[config.mk]
export PLATFORM = sky130hd
export DESIGN_NAME = riscv_i32m_muldiv
export DESIGN_NICKNAME = d
export VERILOG_FILES = /design/src/rtl/riscv_i32m_muldiv.sv
export SDC_FILE = /design/constraint.sdc
export NUM_CORES = 2
export LEC_CHECK = 0
export BUFFER_PORTS_ARGS = -buffer_cell sky130_fd_sc_hd__buf_2
export CAP_MARGIN = 20
export CELL_PAD_IN_SITES_DETAIL_PLACEMENT = 1
export CELL_PAD_IN_SITES_GLOBAL_PLACEMENT = 1
export CORE_MARGIN = 2
export CORE_UTILIZATION = 33
export DETAILED_ROUTE_END_ITERATION = 6
export PLACE_DENSITY_LB_ADDON = 0.1
export SETUP_SLACK_MARGIN = 0.4
export SYNTH_ARGS = -nofsm -noshare
export SYNTH_HDL_FRONTEND = slang
export SYNTH_SLANG_ARGS = --single-unit
[constraint.sdc]
create_clock -name clk -period 30.2 [get_ports clk]
set_clock_uncertainty 0.05 [all_clocks]
set_input_delay 6.04 -clock clk [delete_from_list [all_inputs] [get_ports clk]]
set_output_delay 6.04 -clock clk [all_outputs]
set_load 0.05 [all_outputs]
[src/rtl/riscv_i32m_muldiv.sv]
// Iterative RV32M multiply/divide unit for the execute stage.
// Multiplies retire MUL_BITS multiplier bits per cycle into a 2*XLEN
// accumulator. Divides use restoring division on operand magnitudes,
// one quotient bit per cycle, followed by a one-cycle sign fix-up.
//
// Ports:
//   clk, reset            clock, synchronous active-high reset
//   muldiv_req__valid     request strobe (taken only while ready)
//   muldiv_req__funct3    RV32M funct3 (0 MUL .. 7 REMU)
//   rs1, rs2              operands, captured on accept
//   cancel                flush; returns to IDLE next cycle
//   result_ack            consumer takes the result in DONE
//   muldiv_req__ready     high in IDLE
//   result_valid          high in DONE
//   result                final result, held while result_valid
//
// state  | meaning
// IDLE   | waiting for a request
// MUL    | shift-add multiply iterations
// DIV    | restoring divide iterations
// FIX    | apply quotient/remainder signs, select result
// DONE   | result held until result_ack
module riscv_i32m_muldiv #(
  parameter int XLEN     = 32,
  parameter int MUL_BITS = 4
) (
  input  logic            clk,
  input  logic            reset,
  input  logic            muldiv_req__valid,
  input  logic [2:0]      muldiv_req__funct3,
  input  logic [XLEN-1:0] rs1,
  input  logic [XLEN-1:0] rs2,
  input  logic            cancel,
  input  logic            result_ack,
  output logic            muldiv_req__ready,
  output logic            result_valid,
  output logic [XLEN-1:0] result
);

  localparam int CW = $clog2(XLEN + 1);
  localparam logic [CW-1:0]   MUL_ITERS = CW'(XLEN / MUL_BITS);
  localparam logic [CW-1:0]   DIV_ITERS = CW'(XLEN);
  localparam logic [XLEN-1:0] MIN_INT   = {1'b1, {(XLEN-1){1'b0}}};

  typedef enum logic [2:0] {S_IDLE, S_MUL, S_DIV, S_FIX, S_DONE} state_e;

  state_e            state_q, state_d;
  logic [2:0]        funct3_q, funct3_d;
  logic [CW-1:0]     cnt_q, cnt_d;
  logic [2*XLEN-1:0] acc_q, acc_d;
  logic [2*XLEN-1:0] mcand_q, mcand_d;
  logic [XLEN-1:0]   mplier_q, mplier_d;
  logic              msign_q, msign_d;
  logic [XLEN-1:0]   quot_q, quot_d;
  logic [XLEN-1:0]   rem_q, rem_d;
  logic [XLEN-1:0]   dvsr_q, dvsr_d;
  logic              qneg_q, qneg_d;
  logic              rneg_q, rneg_d;
  logic [XLEN-1:0]   result_q, result_d;

  logic [2*XLEN-1:0] pp;
  logic [XLEN:0]     shifted;
  logic [XLEN:0]     diff;
  logic              sdiv, a_neg, b_neg;
  logic [XLEN-1:0]   a_mag, b_mag;

  always_comb begin
    state_d  = state_q;
    funct3_d = funct3_q;
    cnt_d    = cnt_q;
    acc_d    = acc_q;
    mcand_d  = mcand_q;
    mplier_d = mplier_q;
    msign_d  = msign_q;
    quot_d   = quot_q;
    rem_d    = rem_q;
    dvsr_d   = dvsr_q;
    qneg_d   = qneg_q;
    rneg_d   = rneg_q;
    result_d = result_q;
    pp       = '0;
    shifted  = {rem_q, quot_q[XLEN-1]};
    diff     = shifted - {1'b0, dvsr_q};
    sdiv     = muldiv_req__funct3[2] & ~muldiv_req__funct3[0];
    a_neg    = sdiv & rs1[XLEN-1];
    b_neg    = sdiv & rs2[XLEN-1];
    a_mag    = a_neg ? -rs1 : rs1;
    b_mag    = b_neg ? -rs2 : rs2;

    if (cancel) begin
      state_d = S_IDLE;
    end else begin
      case (state_q)
        S_IDLE: begin
          if (muldiv_req__valid) begin
            funct3_d = muldiv_req__funct3;
            if (!muldiv_req__funct3[2]) begin
              state_d  = S_MUL;
              cnt_d    = MUL_ITERS;
              acc_d    = '0;
              mcand_d  = (muldiv_req__funct3 == 3'd1 || muldiv_req__funct3 == 3'd2)
                         ? {{XLEN{rs1[XLEN-1]}}, rs1} : {{XLEN{1'b0}}, rs1};
              mplier_d = rs2;
              msign_d  = (muldiv_req__funct3 == 3'd1) & rs2[XLEN-1];
            end else if (rs2 == '0) begin
              state_d  = S_DONE;
              result_d = muldiv_req__funct3[1] ? rs1 : '1;
            end else if (sdiv && rs1 == MIN_INT && rs2 == '1) begin
              state_d  = S_DONE;
              result_d = muldiv_req__funct3[1] ? '0 : MIN_INT;
            end else begin
              state_d = S_DIV;
              cnt_d   = DIV_ITERS;
              quot_d  = a_mag;
              rem_d   = '0;
              dvsr_d  = b_mag;
              qneg_d  = a_neg ^ b_neg;
              rneg_d  = a_neg;
            end
          end
        end
        S_MUL: begin
          for (int i = 0; i < MUL_BITS; i++) begin
            if (mplier_q[i]) pp = pp + (mcand_q << i);
          end
          // A signed multiplier's top digit carries negative weight: the
          // sign-extension bits above it contribute -mcand * 2^MUL_BITS.
          if (cnt_q == CW'(1) && msign_q) pp = pp - (mcand_q << MUL_BITS);
          acc_d    = acc_q + pp;
          mcand_d  = mcand_q << MUL_BITS;
          mplier_d = mplier_q >> MUL_BITS;
          cnt_d    = cnt_q - CW'(1);
          if (cnt_q == CW'(1)) begin
            state_d  = S_DONE;
            result_d = (funct3_q == 3'd0) ? acc_d[XLEN-1:0] : acc_d[2*XLEN-1:XLEN];
          end
        end
        S_DIV: begin
          // Dividend bits shift out of quot_q while quotient bits shift in.
          if (shifted >= {1'b0, dvsr_q}) begin
            rem_d  = diff[XLEN-1:0];
            quot_d = {quot_q[XLEN-2:0], 1'b1};
          end else begin
            rem_d  = shifted[XLEN-1:0];
            quot_d = {quot_q[XLEN-2:0], 1'b0};
          end
          cnt_d = cnt_q - CW'(1);
          if (cnt_q == CW'(1)) state_d = S_FIX;
        end
        S_FIX: begin
          result_d = funct3_q[1] ? (rneg_q ? -rem_q : rem_q)
                                 : (qneg_q ? -quot_q : quot_q);
          state_d  = S_DONE;
        end
        S_DONE: begin
          if (result_ack) state_d = S_IDLE;
        end
        default: state_d = S_IDLE;
      endcase
    end
  end

  always_ff @(posedge clk) begin
    if (reset) begin
      state_q  <= S_IDLE;
      funct3_q <= '0;
      cnt_q    <= '0;
      acc_q    <= '0;
      mcand_q  <= '0;
      mplier_q <= '0;
      msign_q  <= 1'b0;
      quot_q   <= '0;
      rem_q    <= '0;
      dvsr_q   <= '0;
      qneg_q   <= 1'b0;
      rneg_q   <= 1'b0;
      result_q <= '0;
    end else begin
      state_q  <= state_d;
      funct3_q <= funct3_d;
      cnt_q    <= cnt_d;
      acc_q    <= acc_d;
      mcand_q  <= mcand_d;
      mplier_q <= mplier_d;
      msign_q  <= msign_d;
      quot_q   <= quot_d;
      rem_q    <= rem_d;
      dvsr_q   <= dvsr_d;
      qneg_q   <= qneg_d;
      rneg_q   <= rneg_d;
      result_q <= result_d;
    end
  end

  assign muldiv_req__ready = (state_q == S_IDLE);
  assign result_valid      = (state_q == S_DONE);
  assign result            = result_q;

endmodule

==> impl_metrics.json <==
{
  "grt_pass1_vias": 37975,
  "synth_compound_area_share_pct": 30.4,
  "n_fill_cell": 13984,
  "yosys.area_share.simple_pct": 21.6,
  "io_buffer_count": 105,
  "holdPathStages": 2,
  "power.leakage_uw": 0.0174,
  "syn_area_sq_mm": 0.0370,
  "layout-drive-gt1-share_pct": 7.53,
  "dpl.hpwl_um": 125000,
  "synthTopCellsByCount": "nor2_1, nand2_1, a21oi_1, ha_1, o21ai_0",
  "rr_startpoint": "mplier_q[0]",
  "worstSkewPairLatency_ns": 0.60,
  "cts_buffers": 40,
  "die_w_um": 339,
  "yosysWarningCount": 0,
  "gp_congestion": 0.929,
  "synth.top_cell.area_share_pct": 16.4,
  "rows": 122,
  "multi_input_area_sq_mm": 0.0290,
  "yosysMostFrequentCell": "nor2_1",
  "cts.clk_slew.worst_paths_ns": 0.07,
  "yosys.area_share.adder_pct": 11.9,
  "nets": 5596,
  "syn_to_final_growth_pct": 8.57,
  "synth_cell_types": 89,
  "cts_tree": "yes",
  "crit_path_max_fanout": 34,
  "rsz0062_at_grt": "false",
  "post_cts_resized": 0,
  "worst_pin_slew_ns": 1.08,
  "io_pins": 106,
  "hold_start": "mplier_q[29]",
  "hp-class": "flop to flop",
  "cts_root_buf": "clkbuf_16",
  "cp_slowest_cell": "a2111oi_0",
  "grt_pass1_wl_um": 238000,
  "synth_fp_nets": 5690,
  "ir_drop_uv": 34.1,
  "cp.required_ns": 30.69,
  "hold_end": "mplier_q[29]",
  "synth_mux_area_share_pct": 4.30,
  "synth_cells": 5270,
  "synth_area_per_cell_sq_um": 7.03,
  "synth_xor_area_share_pct": 9.99,
  "grt_overflow": 0,
  "synth_seq_cells": 303,
  "path_delay_family": "compound AO/OA/AOI/OAI gates",
  "seq_area_sq_mm": 0.00607,
  "powerDensity_mw_per_mm2": 35.4,
  "ys_async_sr_fraction_pct": 0,
  "cap_violations": 0,
  "fin_crit_ns": 14.98,
  "synth_edf_count": 0,
  "grt_antenna_before_repair": 3,
  "slew-limit-headroom_pct": 26.4,
  "seq_area_frac_synth_pct": 16.4,
  "setup-tns-final_ns": 0,
  "r2r-end": "result[31]",
  "ctsLongestPathBuffers": 3,
  "synth_largest_area_cell": "dfxtp_1",
  "finalSetupViolations": 0,
  "arrival_ns": 15.47,
  "clock_sinks": 303,
  "start_util_pct": 33.4,
  "power_uw": 1420,
  "max_clock_freq_mhz": 66.8,
  "cpPeakStageDelay_ns": 0.62,
  "initialDrtViolationCount": 2450,
  "r2r_slack_ns": 15.22,
  "via_per_inst": 5.78,
  "cp-end-kind": "flop",
  "cts_setup_buffers": 0,
  "synthTopCellsByArea": "dfxtp_1, ha_1, a21oi_1",
  "via_count": 38666,
  "crit_path_start_kind": "flop",
  "status": "finished, final reports clean",
  "synth_top_family_by_area": "compound AO/OA/AOI/OAI gates",
  "cts_hold_buffers": 0,
  "hold_viol": 0,
  "drcViolationCount": 0,
  "core_sq_mm": 0.111,
  "cts_max_level": 2,
  "ant_nets": 0,
  "dp_cells": 6621,
  "reg2reg_depth": 53,
  "track_usage_pct": 26.3,
  "first_pass_iters": 7,
  "wl_per_cell_um": 23.5,
  "ys.flop_type": "dfxtp_1",
  "drv_slew": 0,
  "stdcell_count": 6695,
  "fin_util_pct": 36.2,
  "die_h_um": 339,
  "critical_path_class": "flop to flop",
  "die_area_sq_mm": 0.115,
  "grt_max_degree": 159,
  "totalWireLength_um": 157000,
  "critPathBufInv": 1,
  "fin_crit_sh_pct": 49.6
}
==> flip-flops by register name (all words and copies together), names as in the netlist <==
signal    cells
acc_q        64
mcand_q      64
dvsr_q       32
mplier_q     32
quot_q       32
rem_q        32
result       32
cnt_q         6
funct3_q      3
state_q       3
msign_q       1
qneg_q        1
rneg_q        1
==> placed cells by master, fill, tap and decap left out, drive strengths merged, types with 13 or more instances in the layout <==
master | synthesis | final
xor2 | 168 | 168
buf | 27 | 153
and2 | 42 | 42
nor3 | 105 | 105
a22oi | 54 | 54
clkbuf | 262 | 56
nor4 | 13 | 13
nand2 | 570 | 570
a21oi | 548 | 548
a31oi | 73 | 73
nand4 | 71 | 71
or4 | 23 | 23
and3 | 32 | 32
or2 | 21 | 21
nor2 | 576 | 576
xnor2 | 252 | 252
o41ai | 18 | 18
ha | 342 | 342
a211oi | 94 | 94
a221oi | 17 | 17
nor2b | 70 | 70
o31ai | 53 | 53
inv | 242 | 244
o21bai | 48 | 48
mux2 | 109 | 109
nand3 | 124 | 124
dfxtp | 303 | 303
a21boi | 22 | 22
nand2b | 55 | 55
mux2i | 36 | 36
o211ai | 25 | 25
o21ai | 331 | 331
o21a | 51 | 51
a311oi | 70 | 70
o221ai | 22 | 22
a21o | 195 | 195
or3 | 34 | 34
==> cell type report <==
type                    count  area share, %
repair buffers            153           2.34
well taps                1488           4.63
inverters                 243           2.27
clock inverters            15          0.492
flip-flops and latches    303           15.1
diodes                      2         0.0124
clock buffers              56           2.94
multi-input cells        4435           72.2
==> per-layer routing <==
| layer | GRT usage [%] | vias up | wire [um] |
|---|---|---|---|
| li1 | - | 18881 | - |
| met1 | 36.8 | 18844 | 76000 |
| met2 | 42.5 | 747 | 70000 |
| met3 | 2.00 | 190 | 5540 |
| met4 | 8.99 | 4 | 5760 |
| met5 | 0 | - | 28 |
==> tightest hold or removal path: stages (launching register included) <==
cell,delay (ns)
dfxtp_1,0.31
nand2_1,0.05
a21oi_1,0.05
==> through the flow <==
step	hold WS, ns	instance area (sq um)	setup WS (ns)
final	0.406	40200	15.22
after global routing	0.431	40200	14.05
after CTS	0.409	40200	15.27
after detailed placement	0.401	38800	15.31
after global placement	0.392	38800	15.35
after floorplan	0.382	37000	17.10
==> power breakdown <==
| part | switching [uW] | internal [uW] |
|---|---|---|
| Clock | 214 | 301 |
| Sequential | 22.1 | 413 |
| Combinational | 298 | 176 |
==> worst max-delay path by stage <==
stage	endpoint	start	slack, ns	depth (start not counted)
2_1_floorplan	result[31]	mplier_q[0]	17.10	69
3_3_place_gp	result[31]	mplier_q[0]	15.35	53
3_5_place_dp	result[31]	mplier_q[0]	15.31	53
4_1_cts	result[31]	mplier_q[0]	15.27	53
5_1_grt	result[31]	mplier_q[0]	14.05	53
6_report	result[31]	mplier_q[0]	15.22	53
==> cell families (layout without fill, tap and decap cells) <==
family / count (synthesis) / count (layout)
DFF: 303 / 303
buffers and inverters: 532 / 467
adders and majority gates: 350 / 350
muxes: 145 / 145
other: 0 / 2
AOI/OAI and AO/OA: 1751 / 1751
and+or+nand+nor: 1768 / 1768
xor gates and xnor gates: 421 / 421
No activity file was read; power rests on OpenSTA's default activity.
